[config.mk]
export PLATFORM = sky130hd
export DESIGN_NAME = pair_sum_datapath
export DESIGN_NICKNAME = d
export VERILOG_FILES = /design/src/rtl/pair_sum_datapath.sv
export SDC_FILE = /design/constraint.sdc
export NUM_CORES = 1
export LEC_CHECK = 0
export CORE_MARGIN = 3
export CORE_UTILIZATION = 45
export DETAILED_ROUTE_END_ITERATION = 12
export GPL_ROUTABILITY_DRIVEN = 1
export PLACE_DENSITY = 0.67
export REMOVE_ABC_BUFFERS = 1
export SKIP_LAST_GASP = 1
export SYNTH_ARGS = -nofsm -noshare
export SYNTH_HDL_FRONTEND = slang
export SYNTH_SLANG_ARGS = --single-unit
[constraint.sdc]
create_clock -name clock -period 3.2 [get_ports clock]
set_input_delay 0.96 -clock clock [delete_from_list [all_inputs] [get_ports clock]]
set_output_delay 0.96 -clock clock [all_outputs]
set_load 0.01 [all_outputs]
[src/rtl/pair_sum_datapath.sv]
// Two-RAM pairwise-sum datapath: words loaded into RAM A are summed two at a
// time through a hold register and stored into RAM B, with a sticky done flag.
module pair_sum_datapath #(
   parameter int DATA_W  = 8,
   parameter int A_DEPTH = 8,
   parameter int B_DEPTH = 4,
   localparam int AW     = $clog2(A_DEPTH),
   localparam int BW     = $clog2(B_DEPTH)
) (
   input  logic              clock,
   input  logic              Reset,
   input  logic              IncA,
   input  logic              IncB,
   input  logic              WEA,
   input  logic              WEB,
   input  logic [DATA_W-1:0] DataIn,
   output logic [AW-1:0]     AddrA,
   output logic [BW-1:0]     AddrB,
   output logic [DATA_W-1:0] DataOutA,
   output logic [DATA_W:0]   DataOutB,
   output logic [DATA_W:0]   Sum,
   output logic              Done
);

   localparam int CW = BW + 1;
   localparam logic [CW-1:0] B_FULL = CW'(B_DEPTH);

   logic [DATA_W-1:0] memA_q [A_DEPTH];
   logic [DATA_W:0]   memB_q [B_DEPTH];

   logic [AW-1:0]     addrA_q, addrA_d;
   logic [BW-1:0]     addrB_q, addrB_d;
   logic [DATA_W-1:0] hold_q, hold_d;
   logic [CW-1:0]     wrCount_q, wrCount_d;

   assign AddrA    = addrA_q;
   assign AddrB    = addrB_q;
   assign DataOutA = memA_q[addrA_q];
   assign DataOutB = memB_q[addrB_q];
   assign Sum      = {1'b0, hold_q} + {1'b0, DataOutA};
   assign Done     = (wrCount_q == B_FULL);

   // Depths are powers of two, so the counters wrap naturally at their width.
   // Hold only captures on a pure step so a load pass never disturbs it.
   always_comb begin
      addrA_d   = addrA_q;
      addrB_d   = addrB_q;
      hold_d    = hold_q;
      wrCount_d = wrCount_q;
      if (IncA) begin
         addrA_d = addrA_q + AW'(1);
      end
      if (IncB) begin
         addrB_d = addrB_q + BW'(1);
      end
      if (IncA && !WEA) begin
         hold_d = DataOutA;
      end
      if (WEB && !Done) begin
         wrCount_d = wrCount_q + CW'(1);
      end
   end

   always_ff @(posedge clock) begin
      if (Reset) begin
         addrA_q   <= '0;
         addrB_q   <= '0;
         hold_q    <= '0;
         wrCount_q <= '0;
      end else begin
         addrA_q   <= addrA_d;
         addrB_q   <= addrB_d;
         hold_q    <= hold_d;
         wrCount_q <= wrCount_d;
      end
   end

   // RAM contents survive reset, but reset still suppresses writes that cycle.
   always_ff @(posedge clock) begin
      if (!Reset && WEA) begin
         memA_q[addrA_q] <= DataIn;
      end
      if (!Reset && WEB) begin
         memB_q[addrB_q] <= Sum;
      end
   end

endmodule

Yosys cells after proc, flatten, opt, wreduce, memory -nomap -nowiden
Memories as Yosys holds them, arrays and structs flattened. A register that Yosys moved wholly into a read port is not among the register bits.
Cells that the tools add are included.
{"block": "totals", "ff_bits": 16, "latchBits": 0, "mem_bits_rw": 100, "mem_bits_ro": 0, "input_bits": 14, "output_inout_bits": 32, "wordCells": 26, "memories": 2}
{"memory": "memA_q", "depth": 8, "word_bits": 8, "read_ports": 1, "rd_clocked_by_memory_dff": 1, "wr": 1, "line": "28", "source": "logic [DATA_W-1:0] memA_q [A_DEPTH];"}
{"memory": "memB_q", "depth": 4, "word_bits": 9, "read_ports": 1, "rd_clocked_by_memory_dff": 1, "wr": 1, "line": "29", "source": "logic [DATA_W:0] memB_q [B_DEPTH];"}
{"block": "classes", "n_addsub": 4, "mul": 0, "n_div": 0, "n_lt_le_gt_ge": 0, "eq_ne": 1, "n_shift": 0, "muxes": 8, "bitwise": 0, "reduce_logical": 7}
{"operator": "$add 8x8->9", "n": 1}
{"operator": "$add 3x1->3 const B", "n": 2}
{"operator": "$mux 3", "n": 2}
{"operator": "$logic_and 1x1->1", "n": 4}
{"operator": "$mux 1", "n": 4}
{"operator": "$mux 2", "n": 2}
{"operator": "$eq 3x3->1 const B", "n": 1}
{"operator": "$logic_not 1->1", "n": 3}
{"operator": "$add 2x1->2 const B", "n": 1}

Depth between registers and ports, before layout
{"block": "depth", "depth_word": 4, "ltp_mapped": 12, "depth_no_buf": 10}

Worst setup path before layout
OpenSTA, ideal clock, no wires.
{"block": "synth_path", "path_type": "register to output", "startpoint": "register with a tool-made name", "endpoint": "output port Sum[6]", "arrival_ns": 2.559, "t_required_ns": 2.240, "setup_slack_ns": -0.319, "path_stages_with_launch": 13, "path_buffers": 3, "cell_sequence": "dfxtp_1 -> buf_6 -> buf_12 -> buf_12 -> mux2i_1 -> a211oi_2 -> ha_1 -> inv_1 -> fa_1 -> nor2b_1 -> o31a_1 -> o21ai_0 -> a31oi_1"}
{"element": "end, declared", "line": "21", "source": "output logic [DATA_W:0] Sum,"}

==> flow_summary.toml <==
[run_status]
status = "complete, but fails checks"
violations = "negative setup slack"

[pwr]
clkPwrFrac_pct = 42.4
seq_power_share_pct = 40.2
combPwrFrac_pct = 17.4
vdd_drop_max_mv = 0.419
switching_power_mw = 1.08
power_leakage_nw = 2.59
power.density_nw_per_um2 = 653
p_total_mw = 4.53
switching_share_pct = 23.8
power.internal_mw = 3.46

[clock_tree]
clk_latency_ps = 410
cts_sinks = 121
ctsHtreeMaxLevel = 4
cts_buffers = 17
cts_root_buf = "clkbuf_16"
clkTransAtPathRegs_ps = 50
cts_tree = "yes"
clk_path_buf_depth = 2

[grt]
antenna_found_initial = 0
gr-usage-all-layers_pct = 17.6
grt_pass1_vias = 3089
grt_max_degree = 17
grt_pass1_wl_mm = 16.9
grt-ovfl-total = 0

[layout]
n_antenna_cell = 0
layout_commonest_cell = "edfxtp_1"
nets = 465
area_growth_pct = 36.7
drive_gt1_share_pct = 40.2
final_cell_mix = "edfxtp_1 (100), buf_4 (67), clkdlybuf4s50_1 (29)"

[critical_path]
critPathMaxStageDelay_ps = 370
crit_top_cell = "o31a_1"
path_buf_inv = 4
arrival_ps = 2880
cp_cell_sequence = "buf_8 > buf_12 > mux2_4 > o22ai_2 > a221oi_2 > ha_1 > o21a_1 > o31a_1 > o31a_1 > a31oi_1 > buf_4 > buf_6"
start_kind = "flip-flop"
slowest_stage = "ha_1"
crit_fanout = 6
critPathKind = "flip-flop to output pin"
required_ps = 2240
cp-end-kind = "output pin"
crit_family = "compound AO/OA/AOI/OAI gates"

[synthesis]
ys_seq_area_share_pct = 67.3
synth_seq_cells = 121
syn-cell-area_um2 = 5080
ys.flop_type = "edfxtp_1"
yosysWarnings = 0
synth-edff-count = 100
ys_types = 45
avgSynthCellArea_um2 = 16.7
synth_cells = 304
async_flop_share_pct = 0

[drt]
wl_per_cell_um = 17.9
drcViolationCount = 0
drtIter0Drc = 127
viasPerCell = 5.13
vias = 3018
routed_wl_mm = 10.5
dr.pass1.iters = 4
ant_nets = 0

[run]
drv_cap = 0

[placed_design]
port_buffers = 45
gp_congestion = 0.787
dp_hpwl_mm = 6.83

[floorplan]
io_pins = 46
core_area_um2 = 10900
die_y_um = 112
initial_core_util_pct = 46.5
die_w_um = 112
placement_rows = 38
die-area_um2 = 12600

[timing]
rsz0062_at_grt = "true"
fin_crit_sh_pct = 120
maxSlewHeadroom_pct = 29.2
slew_violations = 0
period_needed_ps = 3840
tns_ps = -3980
setup_ws_ps = -636
clock-skew-final_ps = 15.3
hold_violations = 0
worst_pin_slew_ps = 1060
finalSetupViolCount = 8
fmax_ghz = 0.261

[worst_hold_path]
hp-class = "flip-flop to flip-flop"
==> metal layers <==
layer	vias to the layer above	global-route usage, %	wire (um)
met3	17	4.20	387
li1	1439	-	-
met1	1498	22.3	4630
met4	0	5.69	174
met2	64	29.8	5310
met5	-	0	0
==> state kept, by name (all words and copies together) (netlist names), named ones only <==
| name | cells |
|---|---|
| AddrA | 3 |
| AddrB | 2 |
| wrCount_q | 3 |
| memA_q | 64 |
| memB_q | 36 |
| hold_q | 8 |
==> power by group through the flow <==
stage               Clock, mW  Sequential (mW)  Combinational [mW]
finish                   1.92             1.82               0.787
global route             2.03             1.83               0.852
CTS                      1.95             1.82               0.779
detailed placement          0             1.85               0.670
global placement            0             1.85               0.659
floorplan                   0             1.87               0.300
==> cells in the mapped netlist (6+ instances only) <==
| library cell | instances | area share, % |
|---|---|---|
| a21oi_1 | 7 | 0.69 |
| a22o_1 | 8 | 1.4 |
| mux2_4 | 9 | 2.7 |
| inv_1 | 12 | 0.89 |
| xnor2_1 | 6 | 1.0 |
| ha_1 | 15 | 3.7 |
| o22ai_2 | 6 | 1.5 |
| mux2i_1 | 15 | 3.0 |
| dfxtp_1 | 21 | 8.3 |
| mux4_2 | 9 | 4.0 |
| nor2b_1 | 9 | 1.1 |
| edfxtp_1 | 100 | 59 |
| nor2_1 | 21 | 1.6 |
==> layout make-up <==
cell class / count / area, um^2
clock buffer: 18 / 429
timing repair buffer: 120 / 1050
multi-input combinational: 163 / 1650
tap: 140 / 175
sequential: 121 / 3430
clock inverter: 14 / 174
fill: 813 / 3990
inverter: 12 / 47.5
==> logic make-up (layout without fill, tap and decap cells) <==
logic type | Yosys count | after routing | synth area share (%)
mux | 40 | 40 | 11.1
compound gates | 46 | 46 | 8.12
buf+inv | 20 | 164 | 2.63
simple gates | 54 | 54 | 5.46
fa+ha+maj | 16 | 16 | 4.09
xor+xnor | 7 | 7 | 1.21
flops | 121 | 121 | 67.3
==> final timing paths <==
check / startpoint / end / slack (ps) / cells past startpoint
setup / recovery: flip-flop / Sum[6] / -640 / 12
hold / removal: hold_q[5] / hold_q[5] / 480 / 1
setup reg to reg: flip-flop / memB_q[3][7] / 440 / 14
hold reg to reg: hold_q[5] / hold_q[5] / 480 / 1
==> what timing repair did <==
action                                  CTS  global route
gates resized for setup                  82            15
cloned                                    1             0
hold buffers                              0             0
buffers inserted                         25             2
endpoints found under the setup margin   14            11
pin swaps                                20            12
==> stage by stage <==
step	instances	cell area [um^2]	worst slack, ps	util (%)	hold WS (ps)
floorplan	296	4990	-1140	-	446
global placement	531	6020	-752	55.1	463
detailed placement	531	6020	-866	55.1	469
CTS	587	6920	-747	63.3	484
global route	588	6950	-755	63.5	494
finish	588	6950	-636	63.5	477
Note: power is estimated with default switching activity, not from simulation.
